`src/rtl/ifu_fetch_pkg.sv`:
```
// Shared definitions for the instruction-fetch stage: widths, FSM states,
// reservation-buffer entry layout.
package ifu_fetch_pkg;

  localparam int PC_W      = 64;
  localparam int INST_W    = 32;
  localparam int DEF_DEPTH = 4;

  // Canonical RISC-V NOP (addi x0, x0, 0) for decode-side bubble insertion.
  localparam logic [INST_W-1:0] NOP = 32'h0000_0013;

  typedef enum logic [1:0] {
    IDLE  = 2'd0,
    RUN   = 2'd1,
    DRAIN = 2'd2
  } fetch_state_e;

  typedef struct packed {
    logic [PC_W-1:0]   pc;
    logic [INST_W-1:0] inst;
    logic              filled;
  } resv_entry_t;

endpackage

```
`src/rtl/ifu_fetch_if.sv`:
```
// Bundle of PC-stage, instruction-memory and decode-side signals around the
// fetch stage. master = the fetch stage, slave = its surroundings.
interface ifu_fetch_if;
  import ifu_fetch_pkg::*;

  logic [PC_W-1:0]   pc_i;
  logic              fetch_en;
  logic              flush;
  logic              imem_req_valid;
  logic [PC_W-1:0]   imem_req_addr;
  logic              imem_req_ready;
  logic              imem_rsp_valid;
  logic [INST_W-1:0] imem_rsp_data;
  logic              id_ready;
  logic              if_valid;
  logic [PC_W-1:0]   if_pc;
  logic [INST_W-1:0] if_inst;
  logic              fetch_stall;
  logic              rsp_err;

  modport master (
    input  pc_i, fetch_en, flush, imem_req_ready, imem_rsp_valid, imem_rsp_data, id_ready,
    output imem_req_valid, imem_req_addr, if_valid, if_pc, if_inst, fetch_stall, rsp_err
  );

  modport slave (
    output pc_i, fetch_en, flush, imem_req_ready, imem_rsp_valid, imem_rsp_data, id_ready,
    input  imem_req_valid, imem_req_addr, if_valid, if_pc, if_inst, fetch_stall, rsp_err
  );

endinterface

```
`src/rtl/ifu_resv_buf.sv`:
```
// Circular reservation buffer. Entries are allocated in request order, filled
// in the same order by responses, and popped from the head once filled.
// Pointers carry an extra wrap bit so full and empty are distinguishable.
module ifu_resv_buf import ifu_fetch_pkg::*; #(
  parameter int DEPTH = DEF_DEPTH
) (
  input  logic                     clk,
  input  logic                     rst,
  input  logic                     i_clear,
  input  logic                     i_alloc,
  input  logic [PC_W-1:0]          i_alloc_pc,
  input  logic                     i_fill,
  input  logic [INST_W-1:0]        i_fill_inst,
  input  logic                     i_pop,
  output logic                     o_full,
  output logic                     o_has_unfilled,
  output logic [$clog2(DEPTH):0]   o_unfilled_cnt,
  output logic                     o_head_valid,
  output logic [PC_W-1:0]          o_head_pc,
  output logic [INST_W-1:0]        o_head_inst
);

  localparam int IDX_W = $clog2(DEPTH);
  localparam int PTR_W = IDX_W + 1;

  resv_entry_t      r_mem [DEPTH];
  logic [PTR_W-1:0] r_head;
  logic [PTR_W-1:0] r_alloc;
  logic [PTR_W-1:0] r_fill;

  logic [IDX_W-1:0] w_head_idx;
  logic [IDX_W-1:0] w_alloc_idx;
  logic [IDX_W-1:0] w_fill_idx;
  logic [PTR_W-1:0] w_count;

  assign w_head_idx  = r_head[IDX_W-1:0];
  assign w_alloc_idx = r_alloc[IDX_W-1:0];
  assign w_fill_idx  = r_fill[IDX_W-1:0];

  // Occupancy is taken before this cycle's pop, so a freed slot is reusable only next cycle.
  assign w_count        = r_alloc - r_head;
  assign o_full         = (w_count == PTR_W'(DEPTH));
  assign o_unfilled_cnt = r_alloc - r_fill;
  assign o_has_unfilled = (r_alloc != r_fill);
  assign o_head_valid   = (r_alloc != r_head) & r_mem[w_head_idx].filled;
  assign o_head_pc      = r_mem[w_head_idx].pc;
  assign o_head_inst    = r_mem[w_head_idx].inst;

  // Pointer and entry update: clear wins, otherwise alloc/fill/pop act independently.
  // NOTE: every sequential assignment is non-blocking so all three ports see
  // the pre-edge pointers, which is what makes same-cycle alloc+fill+pop safe.
  // NOTE: the storage is reset (not left uninitialised) because if_pc/if_inst
  // are read straight from the head entry and must be 0 out of reset.
  always_ff @(posedge clk or posedge rst) begin
    if (rst) begin
      r_head  <= '0;
      r_alloc <= '0;
      r_fill  <= '0;
      for (int i = 0; i < DEPTH; i++) r_mem[i] <= '0;
    end else if (i_clear) begin
      r_head  <= '0;
      r_alloc <= '0;
      r_fill  <= '0;
    end else begin
      if (i_alloc) begin
        r_mem[w_alloc_idx] <= '{pc: i_alloc_pc, inst: '0, filled: 1'b0};
        r_alloc            <= r_alloc + 1'b1;
      end
      if (i_fill) begin
        r_mem[w_fill_idx].inst   <= i_fill_inst;
        r_mem[w_fill_idx].filled <= 1'b1;
        r_fill                   <= r_fill + 1'b1;
      end
      if (i_pop) r_head <= r_head + 1'b1;
    end
  end

endmodule

```
`src/rtl/ifu_fetch.sv`:
```
// Instruction-fetch stage: issues pc_i to instruction memory, tracks in-flight
// fetches in a reservation buffer and hands instructions to decode in order.
// After a flush, responses to requests already in flight are counted off
// before new requests are issued.
module ifu_fetch import ifu_fetch_pkg::*; #(
  parameter int DEPTH = DEF_DEPTH
) (
  input logic          clk,
  input logic          rst,
  ifu_fetch_if.master  bus
);

  localparam int PTR_W = $clog2(DEPTH) + 1;

  fetch_state_e     r_state;
  logic [PTR_W-1:0] r_discard_cnt;
  logic             r_rsp_err;

  logic             w_run;
  logic             w_full;
  logic             w_has_unfilled;
  logic [PTR_W-1:0] w_unfilled_cnt;
  logic             w_head_valid;
  logic [PC_W-1:0]  w_head_pc;
  logic [INST_W-1:0] w_head_inst;
  logic             w_req_valid;
  logic             w_req_fire;
  logic             w_fill;
  logic             w_if_valid;
  logic             w_pop;
  logic             w_rsp_unexpected;
  logic             w_rsp_matched;
  logic [PTR_W-1:0] w_discard_next;

  assign w_run = (r_state == RUN);

  // Issue is masked by flush and by a full buffer; flush also wins over pop.
  assign w_req_valid = w_run & bus.fetch_en & ~w_full & ~bus.flush;
  assign w_req_fire  = w_req_valid & bus.imem_req_ready;
  assign w_if_valid  = w_head_valid & ~bus.flush;
  assign w_pop       = w_if_valid & bus.id_ready;

  // A response in RUN always matches the oldest unfilled entry, if one exists.
  assign w_rsp_matched    = w_run & bus.imem_rsp_valid & w_has_unfilled;
  assign w_fill           = w_rsp_matched & ~bus.flush;
  assign w_rsp_unexpected = bus.imem_rsp_valid & ((r_state == IDLE) | (w_run & ~w_has_unfilled));

  // Responses still owed after a flush; one arriving in the flush cycle is already paid.
  assign w_discard_next = w_unfilled_cnt - PTR_W'(w_rsp_matched);

  assign bus.imem_req_valid = w_req_valid;
  assign bus.imem_req_addr  = bus.pc_i;
  assign bus.fetch_stall    = bus.fetch_en & ~w_req_fire;
  assign bus.if_valid       = w_if_valid;
  assign bus.if_pc          = w_head_pc;
  assign bus.if_inst        = w_head_inst;
  assign bus.rsp_err        = r_rsp_err;

  ifu_resv_buf #(.DEPTH(DEPTH)) u_buf (
    .clk            (clk),
    .rst            (rst),
    .i_clear        (w_run & bus.flush),
    .i_alloc        (w_req_fire),
    .i_alloc_pc     (bus.pc_i),
    .i_fill         (w_fill),
    .i_fill_inst    (bus.imem_rsp_data),
    .i_pop          (w_pop),
    .o_full         (w_full),
    .o_has_unfilled (w_has_unfilled),
    .o_unfilled_cnt (w_unfilled_cnt),
    .o_head_valid   (w_head_valid),
    .o_head_pc      (w_head_pc),
    .o_head_inst    (w_head_inst)
  );

  // Fetch FSM: leave IDLE after reset, enter DRAIN on a flush with responses owed.
  always_ff @(posedge clk or posedge rst) begin
    if (rst) begin
      r_state       <= IDLE;
      r_discard_cnt <= '0;
      r_rsp_err     <= 1'b0;
    end else begin
      if (w_rsp_unexpected) r_rsp_err <= 1'b1;
      case (r_state)
        IDLE: r_state <= RUN;
        RUN: begin
          if (bus.flush) begin
            r_discard_cnt <= w_discard_next;
            if (w_discard_next != '0) r_state <= DRAIN;
          end
        end
        DRAIN: begin
          if (bus.imem_rsp_valid) begin
            r_discard_cnt <= r_discard_cnt - 1'b1;
            if (r_discard_cnt == PTR_W'(1)) r_state <= RUN;
          end
        end
        default: r_state <= IDLE;
      endcase
    end
  end

endmodule

```
`src/flat_wrapper.sv`:
```
// flat-port wrapper written by rule: the top's interface ports become plain ports
module ifu_fetch_flat import ifu_fetch_pkg::*;
#(
  parameter int DEPTH = DEF_DEPTH
)
  (clk, rst, bus_pc_i, bus_fetch_en, bus_flush, bus_imem_req_ready, bus_imem_rsp_valid, bus_imem_rsp_data, bus_id_ready, bus_imem_req_valid, bus_imem_req_addr, bus_if_valid, bus_if_pc, bus_if_inst, bus_fetch_stall, bus_rsp_err);
  ifu_fetch_if bus_i ();
  input logic clk;
  input logic rst;
  input wire logic [$bits(bus_i.pc_i)-1:0] bus_pc_i;
  input wire logic [$bits(bus_i.fetch_en)-1:0] bus_fetch_en;
  input wire logic [$bits(bus_i.flush)-1:0] bus_flush;
  input wire logic [$bits(bus_i.imem_req_ready)-1:0] bus_imem_req_ready;
  input wire logic [$bits(bus_i.imem_rsp_valid)-1:0] bus_imem_rsp_valid;
  input wire logic [$bits(bus_i.imem_rsp_data)-1:0] bus_imem_rsp_data;
  input wire logic [$bits(bus_i.id_ready)-1:0] bus_id_ready;
  output wire logic [$bits(bus_i.imem_req_valid)-1:0] bus_imem_req_valid;
  output wire logic [$bits(bus_i.imem_req_addr)-1:0] bus_imem_req_addr;
  output wire logic [$bits(bus_i.if_valid)-1:0] bus_if_valid;
  output wire logic [$bits(bus_i.if_pc)-1:0] bus_if_pc;
  output wire logic [$bits(bus_i.if_inst)-1:0] bus_if_inst;
  output wire logic [$bits(bus_i.fetch_stall)-1:0] bus_fetch_stall;
  output wire logic [$bits(bus_i.rsp_err)-1:0] bus_rsp_err;
  assign bus_i.pc_i = bus_pc_i;
  assign bus_i.fetch_en = bus_fetch_en;
  assign bus_i.flush = bus_flush;
  assign bus_i.imem_req_ready = bus_imem_req_ready;
  assign bus_i.imem_rsp_valid = bus_imem_rsp_valid;
  assign bus_i.imem_rsp_data = bus_imem_rsp_data;
  assign bus_i.id_ready = bus_id_ready;
  assign bus_imem_req_valid = bus_i.imem_req_valid;
  assign bus_imem_req_addr = bus_i.imem_req_addr;
  assign bus_if_valid = bus_i.if_valid;
  assign bus_if_pc = bus_i.if_pc;
  assign bus_if_inst = bus_i.if_inst;
  assign bus_fetch_stall = bus_i.fetch_stall;
  assign bus_rsp_err = bus_i.rsp_err;
  ifu_fetch #(.DEPTH(DEPTH)) u_core (.clk(clk), .rst(rst), .bus(bus_i));
endmodule
```
`config.mk`:
```
export PLATFORM = sky130hd
export DESIGN_NAME = ifu_fetch_flat
export DESIGN_NICKNAME = d
export VERILOG_FILES = /design/src/rtl/ifu_fetch_pkg.sv /design/src/rtl/ifu_fetch_if.sv /design/src/rtl/ifu_resv_buf.sv /design/src/rtl/ifu_fetch.sv /design/src/flat_wrapper.sv
export SDC_FILE = /design/constraint.sdc
export NUM_CORES = 1
export LEC_CHECK = 0
export CAP_MARGIN = 20
export CORE_UTILIZATION = 49
export CTS_CLUSTER_SIZE = 24
export DETAILED_ROUTE_END_ITERATION = 12
export GPL_TIMING_DRIVEN = 0
export PLACE_DENSITY = 0.79
export SYNTH_ARGS = -nofsm -noshare
export SYNTH_HDL_FRONTEND = slang
export SYNTH_SLANG_ARGS = --single-unit
```
`constraint.sdc`:
```
create_clock -name clk -period 14.9 [get_ports clk]
set_input_delay 2.98 -clock clk [delete_from_list [all_inputs] [get_ports clk]]
set_output_delay 2.98 -clock clk [all_outputs]
set_load 0.01 [all_outputs]
```
==> key figures <==
Outcome
  • Status: finished clean

Route
  • Routed vias: around 11000
  • WL per Instance: approximately 22 um
  • Vias/cell: about 5.7
  • TritonRoute pass-1 iters: 5
  • Initial DRC count: 590
  • Drt total wl: 42.0 mm
  • DR DRC count: 0
  • Final ANT Viol Nets: 0

Synthesis
  • Synth Flop Type: dfrtp_1
  • Mapped Area: between 15000 and 20000 um^2
  • Synth Area per Inst: ~16 um^2
  • Sequential fraction of the synthesis area: 55.9%
  • YS warnings: 0
  • Post-synth top area cell: dfrtp_1
  • Synth async-reset ratio: 100%
  • Adder-Cell Fraction of Synth Area: between 1 and 1.5%
  • Synth cell count leaders: 403 x dfrtp_1, 245 x mux2_2, 127 x a22o_1
  • Syn nets: around 1300
  • EDFF count, synth: 0
  • Synth Instances: between 1000 and 1500
  • Flip-flop and latch count after synthesis: 403
  • Proportion of synthesized area in mux cells: 28.3%
  • Main combinational cell family by area after synthesis: multiplexers
  • Yosys top cell area share: 55.9%
  • Top post-synthesis cells by area: dfrtp_1 56%, mux2_2 15%, mux4_2 12%
  • Post-Synth Simple-Gate Area: 1.38%
  • Post-Synth XOR/XNOR Area: less than 1%
  • Most frequent cell after synthesis: dfrtp_1
  • Unique masters post-synth: 42
  • Synth Area in Compound Gates: approximately 7.1%

Die
  • Total die area: 37600 um^2
  • Site Rows: 69
  • Core ar.: approximately 36000 um^2
  • Die X-Extent: 194 um
  • Die Y: 194 um
  • Initial core utilization: about 50%
  • Ports: 267

Worst setup path
  • Max Fanout on Critical Path: 10
  • CP arrival: 4.98 ns
  • CP Class: in2out
  • Startpoint types: input port
  • FF-to-FF Start: u_core.u_buf.r_head[1]$_DFFE_PP0P_
  • Worst endpoint required time: 11.92 ns
  • Worst reg-to-reg path cell count: 9
  • Crit path from: bus_flush
  • Critical path endpoint category: output pin

Finish
  • Multi-input gate area: 6940 um^2
  • Layout cells sized above 1: 36.2%
  • Antenna diodes: 0
  • FILL cells: 2628
  • P&R area growth vs syn: 26.4%
  • Final Cell Area: 22800 um^2
  • FF/Latch Area: 10100 um^2
  • # nets final: 1569

Global routing
  • Global-route wire length before repair: between 60 and 70 mm
  • Largest net degree at the start of global routing: 124
  • Number of global-route vias before repair: 12000
  • M2 GR Usage: 36.7%
  • GR peak layer: met2
  • Total gr overflow: 0
  • M3 GR Usage: 5.22%
  • Global routing usage on met1: roughly a third
  • Total GRT Usage: 23.0%
  • Initial antenna violation count: 1

Clock network
  • Clk Latency, worst-skew pair: 0.57 ns
  • CTS resizes: 0
  • Hold buffer count at CTS: 0
  • Number of setup buffers added after CTS: 0
  • Num CTS Buffers: 44
  • Sink Count: 403
  • Clk root buf: clkbuf_16
  • Clk slew on worst S/H paths: 0.06 ns
  • H-tree Lvls: 2
  • CTS Buffer Depth: 3
  • CTS tree: built

Placed design
  • Placed inst area: 21400 um^2
  • Port Buf Inserts: about 270
  • Dpl hpwl: 27.9 mm
  • RD Place Congestion: roughly 0.86

Timing
  • Setup TNS: 0 ns
  • RSZ-0062 raised after global routing: no
  • Max_slew headroom: between 30% and 40%
  • Fin. Hold Viols: 0
  • Max Fclk: 126 MHz
  • Clock skew: 0.0288 ns
  • Fin. max-slew vios: 0
  • Final Cycle Share: 53.4%
  • Min cycle time layout: ~8 ns
  • Worst Max-Slew Pin Slew: 0.915 ns
  • Final hold slack: 0.465 ns
  • Final setup viols: 0

Power
  • Peak VDD IR: 0.000102 V
  • Pleak: 10.5 nW
  • PD cells: approximately 170 nW/um^2

Worst hold path
  • Hold path startpoint: u_core.bus.rsp_err$_DFFE_PP0P_
  • Hold Path Class: reg2reg
  • WHS Path Cells: 1

Run
  • Max cap viols: 0
worst max-delay path, stage by stage:
cell and delay [ns]:
clkdlybuf4s50_1 0.54, nor3b_2 0.42, o2111a_1 0.27, buf_6 0.17
nor2b_1 0.06, clkdlybuf4s50_1 0.53
cells by family (layout without fill, tap and decap cells):
group,after synthesis,in the layout
XOR/XNOR,11,11
adder cells (fa/ha/maj),15,15
buffers and inverters,156,507
multiplexers,358,358
AND/OR/NAND/NOR,44,44
flip-flops,403,403
AO/OA/AOI/OAI,149,149
power by group:
group,total (mW),internal (mW),switching (mW)
sequential,1.49,1.35,0.138
combinational,1.34,0.803,0.533
clock,1.07,0.633,0.441
final timing paths:
check / to / slack (ns)
max: bus_fetch_stall / 6.94
min: u_core.bus.rsp_err$_DFFE_PP0P_ / 0.47
max reg2reg: flip-flop / 11.81
min reg2reg: u_core.bus.rsp_err$_DFFE_PP0P_ / 0.47
max in group asynchronous: u_core.u_buf.r_mem[4]$_DFFE_PP0N_ / 10.46
min in group asynchronous: async pin / 2.91
cell usage in the layout, fill, tap and decap left out, types with 7 or more instances in the layout:
cell,instances
dfrtp_1,403
clkdlybuf4s50_1,266
mux2_2,245
a22o_1,127
mux4_2,96
buf_4,68
clkbuf_16,45
clkbuf_1,37
buf_2,28
buf_6,19
mux2_1,13
ha_1,13
nor2_1,12
inv_1,11
clkinv_2,10
xnor2_1,9
clkbuf_8,8
nand2_1,7
layer usage:
metal | part of all wire [%] | wire length, um
met5 | 0.029 | 12
met4 | 1.5 | 639
met3 | 6.4 | 2700
met2 | 49 | 20500
met1 | 43 | 18200
through the flow:
stage	utilization (%)	worst slack, ns	cells	total power [mW]
4_1_cts	63.5	6.94	1948	3.94
3_3_place_gp	59.3	-3.42	1863	2.81
6_report	63.5	6.94	1948	3.90
5_1_grt	63.5	6.83	1948	4.10
2_1_floorplan	-	0.711	1136	2.27
3_5_place_dp	59.5	6.94	1866	2.85
area by class of cell:
type	count	area share [%]
clock inverter	17	0.675
timing repair buffer	269	12.0
multi-input combinational	577	30.4
tap	461	2.53
inverter	12	0.230
clock buffer	65	5.62
sequential	403	44.2
buffer	144	4.27
No activity file was read; power rests on OpenSTA's default activity.
